### src/rtl/wdt_pkg.sv
// Shared types and constants for the multi-channel watchdog.
// Pure definitions; no logic, no latency, no backpressure.
package wdt_pkg;

  typedef enum logic [1:0] {
    WDT_IDLE = 2'd0,
    WDT_RUN  = 2'd1,
    WDT_TRIP = 2'd2
  } wdt_state_e;

  localparam int WDT_TIMEOUT_DEFAULT = 127;

  // Width of a channel index bus; a single channel still needs one bit.
  function automatic int idx_w(input int n);
    return (n > 1) ? $clog2(n) : 1;
  endfunction

endpackage

### src/rtl/wdt_chan.sv
// One watchdog channel: countdown, IDLE/RUN/TRIP state, sticky fault.
// trip/fault registered (1 cycle after the terminal tick); no backpressure, events level-sampled.
module wdt_chan
  import wdt_pkg::*;
#(
  parameter int WIDTH  = 16,
  parameter bit STICKY = 1'b1
) (
  input  logic             clk,
  input  logic             rst,
  input  logic             tick,
  input  logic             kick,
  input  logic             disarm,
  input  logic             clr,
  input  logic [WIDTH-1:0] tmo_eff,
  output logic             trip,
  output logic             fault
);

  wdt_state_e       state_q, state_d;
  logic [WIDTH-1:0] cnt_q, cnt_d;
  logic             fault_set;

  // Priority: disarm > kick > tick. Encoding 2'd3 falls into default and recovers to IDLE.
  always_comb begin
    state_d   = state_q;
    cnt_d     = cnt_q;
    fault_set = 1'b0;
    if (disarm) begin
      state_d = WDT_IDLE;
      cnt_d   = '0;
    end else begin
      case (state_q)
        WDT_IDLE: begin
          if (kick) begin
            state_d = WDT_RUN;
            cnt_d   = tmo_eff;
          end
        end
        WDT_RUN: begin
          if (kick) begin
            cnt_d = tmo_eff;
          end else if (tick) begin
            if (cnt_q == '0) begin
              state_d   = WDT_TRIP;
              fault_set = 1'b1;
            end else begin
              cnt_d = cnt_q - WIDTH'(1);
            end
          end
        end
        WDT_TRIP: begin
          if (kick && !STICKY) begin
            state_d = WDT_RUN;
            cnt_d   = tmo_eff;
          end
        end
        default: begin
          state_d = WDT_IDLE;
          cnt_d   = '0;
        end
      endcase
    end
  end

  always_ff @(posedge clk) begin
    if (rst) begin
      state_q <= WDT_IDLE;
      cnt_q   <= '0;
      trip    <= 1'b0;
      fault   <= 1'b0;
    end else begin
      state_q <= state_d;
      cnt_q   <= cnt_d;
      trip    <= (state_d == WDT_TRIP);
      // A new trip outranks a clear arriving in the same cycle.
      fault   <= fault_set | (fault & ~clr);
    end
  end

endmodule

### src/rtl/wdt_multi.sv
// Multi-channel watchdog: per-channel timeout registers with write bypass into kick reloads.
// trip/fault 1 cycle after terminal tick, any_trip combinational from trip; no backpressure.
module wdt_multi
  import wdt_pkg::*;
#(
  parameter int CHANNELS    = 4,
  parameter int WIDTH       = 16,
  parameter int TIMEOUT_RST = WDT_TIMEOUT_DEFAULT,
  parameter bit STICKY      = 1'b1
) (
  input  logic                          clk,
  input  logic                          rst,
  input  logic                          tick,
  input  logic [CHANNELS-1:0]           kick,
  input  logic [CHANNELS-1:0]           disarm,
  input  logic                          ld,
  input  logic [idx_w(CHANNELS)-1:0]    ld_chan,
  input  logic [WIDTH-1:0]              ld_val,
  input  logic [CHANNELS-1:0]           clr_fault,
  output logic [CHANNELS-1:0]           trip,
  output logic                          any_trip,
  output logic [CHANNELS-1:0]           fault
);

  localparam int LDW = idx_w(CHANNELS);

  for (genvar c = 0; c < CHANNELS; c++) begin : g_chan
    logic             ld_hit;
    logic [WIDTH-1:0] tmo_q;
    logic [WIDTH-1:0] tmo_eff;

    // Indices past the last channel match no slot and are dropped.
    assign ld_hit  = ld && (ld_chan == LDW'(c));
    assign tmo_eff = ld_hit ? ld_val : tmo_q;

    always_ff @(posedge clk) begin
      if (rst) begin
        tmo_q <= WIDTH'(TIMEOUT_RST);
      end else if (ld_hit) begin
        tmo_q <= ld_val;
      end
    end

    wdt_chan #(
      .WIDTH  (WIDTH),
      .STICKY (STICKY)
    ) u_chan (
      .clk     (clk),
      .rst     (rst),
      .tick    (tick),
      .kick    (kick[c]),
      .disarm  (disarm[c]),
      .clr     (clr_fault[c]),
      .tmo_eff (tmo_eff),
      .trip    (trip[c]),
      .fault   (fault[c])
    );
  end

  assign any_trip = |trip;

endmodule

### config.mk
export PLATFORM = sky130hd
export DESIGN_NAME = wdt_multi
export DESIGN_NICKNAME = d
export VERILOG_FILES = /design/src/rtl/wdt_pkg.sv /design/src/rtl/wdt_chan.sv /design/src/rtl/wdt_multi.sv
export SDC_FILE = /design/constraint.sdc
export NUM_CORES = 1
export LEC_CHECK = 0
export CAP_MARGIN = 10
export CELL_PAD_IN_SITES_DETAIL_PLACEMENT = 0
export CELL_PAD_IN_SITES_GLOBAL_PLACEMENT = 1
export CORE_UTILIZATION = 32
export CTS_CLUSTER_SIZE = 28
export DETAILED_ROUTE_END_ITERATION = 7
export PLACE_DENSITY_LB_ADDON = 0.1
export SETUP_SLACK_MARGIN = 0.4
export SYNTH_ARGS = -nofsm -noshare
export SYNTH_HDL_FRONTEND = slang
export SYNTH_HIERARCHICAL = 1
export SYNTH_SLANG_ARGS = --single-unit
### constraint.sdc
create_clock -name clk -period 3.04 [get_ports clk]
set_input_delay 0.608 -clock clk [delete_from_list [all_inputs] [get_ports clk]]
set_output_delay 0.608 -clock clk [all_outputs]
set_load 0.01 [all_outputs]
# ---- After elaboration in Yosys (flattened, before gate mapping)
# Cells that the tools add are included.
dict set report word_totals {
  regBits 144
}
dict set report classes {
  add_sub_neg 4
  n_eq_ne 27
  muxes 68
  bitwise 16
  n_reduce_logical 22
}
# op n
set ops {}
lappend ops {{$mux W16} 20}
lappend ops {{$pmux W16 S3} 4}
lappend ops {{$logic_not A16 Y1} 4}
lappend ops {{$sub A16 B1 Y16 const B} 4}
lappend ops {{$mux W2} 20}
lappend ops {{$ne A3 B3 Y1 const B} 8}
lappend ops {{$pmux W2 S3} 4}
lappend ops {{$eq A2 B2 Y1 const B} 10}
lappend ops {{$mux W1} 20}
lappend ops {{$reduce_and A4 Y1} 4}
lappend ops {{$eq A2 B1 Y1 const B} 5}
lappend ops {{$logic_not A2 Y1} 5}
lappend ops {{$ne A2 B2 Y1 const B} 4}
lappend ops {{$not A1 Y1} 8}
lappend ops {{$reduce_or A2 Y1} 4}
lappend ops {{$and A1 B1 Y1} 4}
lappend ops {{$logic_and A1 B1 Y1} 4}
lappend ops {{$or A1 B1 Y1} 4}
lappend ops {{$reduce_or A4 Y1} 1}

# ---- Depth between registers and ports, before layout
dict set report logic_depth {
  depth_word 7
  ltp_mapped 9
  mapped_depth_nobuf 7
}

# ---- Hierarchy
# The synthesis kept the hierarchy.
# module instances cells_per_inst area_per_inst_um2 seq_area_each_um2
set by_module_without_submodules {}
lappend by_module_without_submodules {wdt_multi 1 301 3213.1 1281.2}
lappend by_module_without_submodules {{wdt_chan at g_chan[0].u_chan ...} 2 164 1295.0 400.4}
lappend by_module_without_submodules {{wdt_chan at g_chan[3].u_chan} 1 164 1310.0 400.4}
lappend by_module_without_submodules {{wdt_chan at g_chan[2].u_chan} 1 163 1267.5 400.4}

# ---- Worst setup path before layout
# No wires, ideal clock.
dict set report synth_timing {
  path_kind {input to register}
  start {in ld_chan[1]}
  end {reg g_chan[1].u_chan.cnt_q[11]}
  setup_time_ns 0.124
  arrival_ns 1.958
  required_time_ns 2.916
  slack_ns 0.958
  stages 9
  n_path_buf 2
  path_cell_list {nand3b_1 -> buf_2 -> buf_2 -> mux2_2 -> nand2b_1 -> nand3b_1 -> a31oi_1 -> o21ai_0 -> a21oi_1}
}
dict set report synth_via {
  elab_chain_cells 5
  word_cells_on_any_way 6
}
# element line
set synth_rtl {}
lappend synth_rtl {{from (decl)} wdt_multi.sv:17} ;# input logic [idx_w(CHANNELS)-1:0] ld_chan,
lappend synth_rtl {{$eq A2 B1 Y1 *} wdt_multi.sv:33} ;# assign ld_hit = ld && (ld_chan == LDW'(c));
lappend synth_rtl {{$logic_and A1 B1 Y1 *} wdt_multi.sv:33}
lappend synth_rtl {{$mux W16 *} --}
lappend synth_rtl {{net g_chan[1].tmo_eff[11]} wdt_multi.sv:30} ;# logic [WIDTH-1:0] tmo_eff;
lappend synth_rtl {{$mux W16 (on tied branches)} {wdt_chan.sv:41, wdt_chan.sv:35}}
lappend synth_rtl {{$pmux W16 S3 *} wdt_chan.sv:33} ;# case (state_q)
lappend synth_rtl {{to (signal assigned)} wdt_chan.sv:74} ;# cnt_q <= cnt_d;
lappend synth_rtl {{to (decl)} wdt_chan.sv:21} ;# logic [WIDTH-1:0] cnt_q, cnt_d;
# Mark *: on every way through the listed nets, which the timed path passes. The rest lies on a longest branch. The select of a mux whose other input is x is not followed.
# A chain may end at the register's enable or synchronous reset.

# ---- Worst setup path in the final report
dict set report layout_timing {
  start {reg g_chan[1].u_chan.trip}
  end {out any_trip}
}
dict set report layout_via {
  elab_chain_cells 1
}
# element line
set layout_rtl {}
lappend layout_rtl {{from (decl)} wdt_chan.sv:16} ;# output logic trip,
lappend layout_rtl {{from (signal assigned)} wdt_chan.sv:75} ;# trip <= (state_d == WDT_TRIP);
lappend layout_rtl {{$reduce_or A4 Y1} wdt_multi.sv:60} ;# assign any_trip = |trip;
lappend layout_rtl {{to (decl)} wdt_multi.sv:21} ;# output logic any_trip,
# No other way between the ends.

==> impl_metrics.csv <==
group,metric,value,unit
critical_path,worstSetupPathType,"flip-flop to output pin",
logic_synthesis,synthesis.area,0.00838,mm2
sta,period_share,0.781,
clock_network,cts_tree,"built",
critical_path,r2r_setup_slack,0.71,ns
routing,ant_nets,0,
critical_path,slowest_stage,"or4_1",
routing,wl_per_cell,19.4,um
logic_synthesis,synth_area_leaders,"dfxtp_1 (34%), mux2_2 (8.6%), mux2i_1 (8.2%), nand2b_1 (4.6%), a21oi_1 (4.5%)",
critical_path,reg2regPathDepth,6,
grt,overflow,0,
logic_synthesis,synth_area_leader_cell,"dfxtp_1",
floorplan,die_h,164,um
floorplan,start_util,0.330,
final_layout,fill_cells,2634,
routing,drcViolationCount,0,
floorplan,die_w,164,um
sta,setup_viol,0,
power_and_ir_drop,power_density,538,mW/mm2
min_path,min_path_type,"flip-flop to flip-flop",
sta,worst_slack,0.665,ns
routing,drt-total-wl,25900,um
clock_network,clock_sinks,144,
grt,grt_start_max_net_pins,40,
sta,max_slew_margin,0.418,
logic_synthesis,synth_common_cells,"dfxtp_1 (144), nor2_1 (98), a21oi_1 (76)",
critical_path,slowest_delay,0.52,ns
logic_synthesis,syn_nets,998,
final_layout,final_util,0.386,
sta,hold_viol,0,
critical_path,cpLargestDelayFamily,"simple AND/OR/NAND/NOR gates",
sta,worst_pin_slew,0.866,ns
clock_network,clk_latency,0.42,ns
sta,drv_slew,0,
placed_design,port_buffers,42,
logic_synthesis,ys_seq_area_frac,0.344,
critical_path,critPathArrivalTime,1.77,ns
flow_run,drv_cap,0,
clock_network,clk_pin_slew,0.06,ns
logic_synthesis,syn_inst,956,
logic_synthesis,synth_edf_count,0,
sta,fin_skew,0.00854,ns
logic_synthesis,synth_top_area_frac,0.344,
placed_design,pre_cts_slack,0.256,ns
logic_synthesis,synth-seq-cells,144,
sta,fin_crit,2.37,ns
floorplan,rows,58,
grt,grt_pass1_vias,6784,
power_and_ir_drop,ir_worst_vdd,0.342,mV
logic_synthesis,yosys.cell_count.top_type,"dfxtp_1",
critical_path,path_buf_inv,1,
critical_path,cp_cell_sequence,"or4_1 -> clkdlybuf4s50_1",
final_layout,drive_above_1_share,0.172,
routing,vias,7134,
logic_synthesis,ys_dominant_reg_cell,"dfxtp_1",
run_status,status,"complete, no violations",
clock_network,holdBufCountCts,0,
critical_path,end_kind,"output pin",
clock_network,post_cts_resized,0,
power_and_ir_drop,p_leak,3.85,nW
placed_design,placed_area,0.00919,mm2
routing,avgViaCountPerCell,5.36,
critical_path,timing.rr.end,"g_chan[3].u_chan/cnt_q[10]",
floorplan,fp.coreArea,0.0254,mm2
min_path,hp-start,"g_chan[2].u_chan/cnt_q[14]",
clock_network,cts_max_path_buffers,2,
placed_design,gp_congestion,0.778,
final_layout,syn_to_final_growth,17.0,%
grt,grt_antenna_before_repair,0,
grt,grt_pass1_wl,40400,um
routing,drtIter0Drc,479,
final_layout,seq_area,0.00288,mm2
floorplan,die_area,0.0268,mm2
clock_network,numCtsBuffers,17,
grt,grtUsageTotal,0.199,
placed_design,place_hpwl,18300,um
clock_network,cts_root_buf,"clkbuf_16",
final_layout,multi_input_area,0.00511,mm2
min_path,hold_end,"g_chan[2].u_chan/cnt_q[14]",
logic_synthesis,async_flop_share,0,
critical_path,start_kind,"flip-flop",
logic_synthesis,avgSynthCellArea,8.77,um2
final_layout,antenna_cells,0,
critical_path,r2r_start,"g_chan[3].u_chan/cnt_q[0]",
power_and_ir_drop,total_power,5.28,mW
logic_synthesis,yosys_warnings,6,
clock_network,post_cts_buffers,0,
sta,max_freq,421,MHz
sta,rsz0062_at_grt,"false",
final_layout,final_area,0.00980,mm2
floorplan,io_pins,43,
routing,dr.pass1.iters,6,
final_layout,nets,1031,
min_path,worstHoldPathCells,2,
logic_synthesis,ys_types,76,
critical_path,required,2.43,ns
critical_path,cp_max_fo,2,
sta,fin_tns_setup,0,ns
clock_network,htree_levels,4,
-- registers in the layout, indices dropped and copies added (netlist names) --
name	count
g_chan.tmo_q	64
g_chan.u_chan/cnt_q	64
g_chan.u_chan/fault	4
g_chan.u_chan/state_q	8
g_chan.u_chan/trip	4
-- worst register-to-register path, stage by stage, from the launching register on --
cell	delay [ns]
dfxtp_1	0.34
inv_1	0.10
ha_1	0.23
or4b_1	0.52
or2_0	0.42
o311a_2	0.40
a211o_1	0.22
-- worst max-delay path by stage --
| stage | depth (start not counted) | endpoint | slack, ns | start |
|---|---|---|---|---|
| floorplan | 9 | g_chan[1].u_chan/cnt_q[11] | 0.96 | ld_chan[1] |
| global placement | 7 | g_chan[0].u_chan/cnt_q[9] | 0.26 | ld |
| detailed placement | 7 | g_chan[0].u_chan/cnt_q[9] | 0.26 | ld |
| CTS | 2 | any_trip | 0.63 | g_chan[1].u_chan/trip |
| global route | 7 | g_chan[0].u_chan/cnt_q[9] | 0.58 | ld |
| finish | 2 | any_trip | 0.67 | g_chan[1].u_chan/trip |
-- cells in the final DEF (no fill, tap or decap), types with 6 or more instances in the layout --
cell type        count
dfxtp_1            144
nor2_1              98
a21oi_1             76
mux2i_1             69
mux2_2              64
nand2b_1            62
nand2_1             49
clkdlybuf4s50_1     41
buf_4               34
nor3_1              31
nand3_1             24
or3_1               19
o31ai_1             18
clkbuf_16           17
o32ai_1             17
inv_1               14
nor4_1              14
nand4_1             13
o21ai_0             12
o211ai_1            10
xnor2_1              8
ha_1                 8
nor3b_1              7
and3_1               7
a31oi_1              7
nand3b_1             6
nor2b_1              6
or2_2                6
o2bb2ai_1            6
-- final cells by class --
class | count | area share
Inverter | 14 | 0.00536
Clock buffer | 21 | 0.0459
Tap cell | 330 | 0.0421
Clock inverter | 11 | 0.0166
Sequential cell | 144 | 0.294
Timing Repair Buffer | 79 | 0.0745
Multi-Input combinational cell | 733 | 0.521
-- power by group --
group | switching, mW | leakage [nW] | internal [mW]
logic | 0.583 | 2.37 | 0.422
registers | 0.0770 | 1.17 | 1.96
clock network | 0.843 | 0.305 | 1.39
-- through the flow --
step | std cells | hold WS, ns
after floorplan | 956 | 0.439
after global placement | 1300 | 0.455
after detailed placement | 1300 | 0.457
after CTS | 1332 | 0.470
after global routing | 1332 | 0.484
final | 1332 | 0.463
-- cell families (layout without fill, tap and decap cells) --
group | after synthesis | after routing | share of synthesized area
flip-flops | 144 | 144 | 0.344
XOR/XNOR | 11 | 11 | 0.0115
multiplexers | 133 | 133 | 0.168
adder cells (fa/ha/maj) | 8 | 8 | 0.0119
AO/OA/AOI/OAI | 200 | 200 | 0.167
buffers and inverters | 79 | 125 | 0.0475
AND/OR/NAND/NOR | 381 | 381 | 0.250
-- metal layers --
metal  wire length (um)  GRT usage
met3               1020     0.0331
met1              12900      0.279
met4                362     0.0518
met5                  0          0
met2              11600      0.314
(Power assumes the default switching activity.)
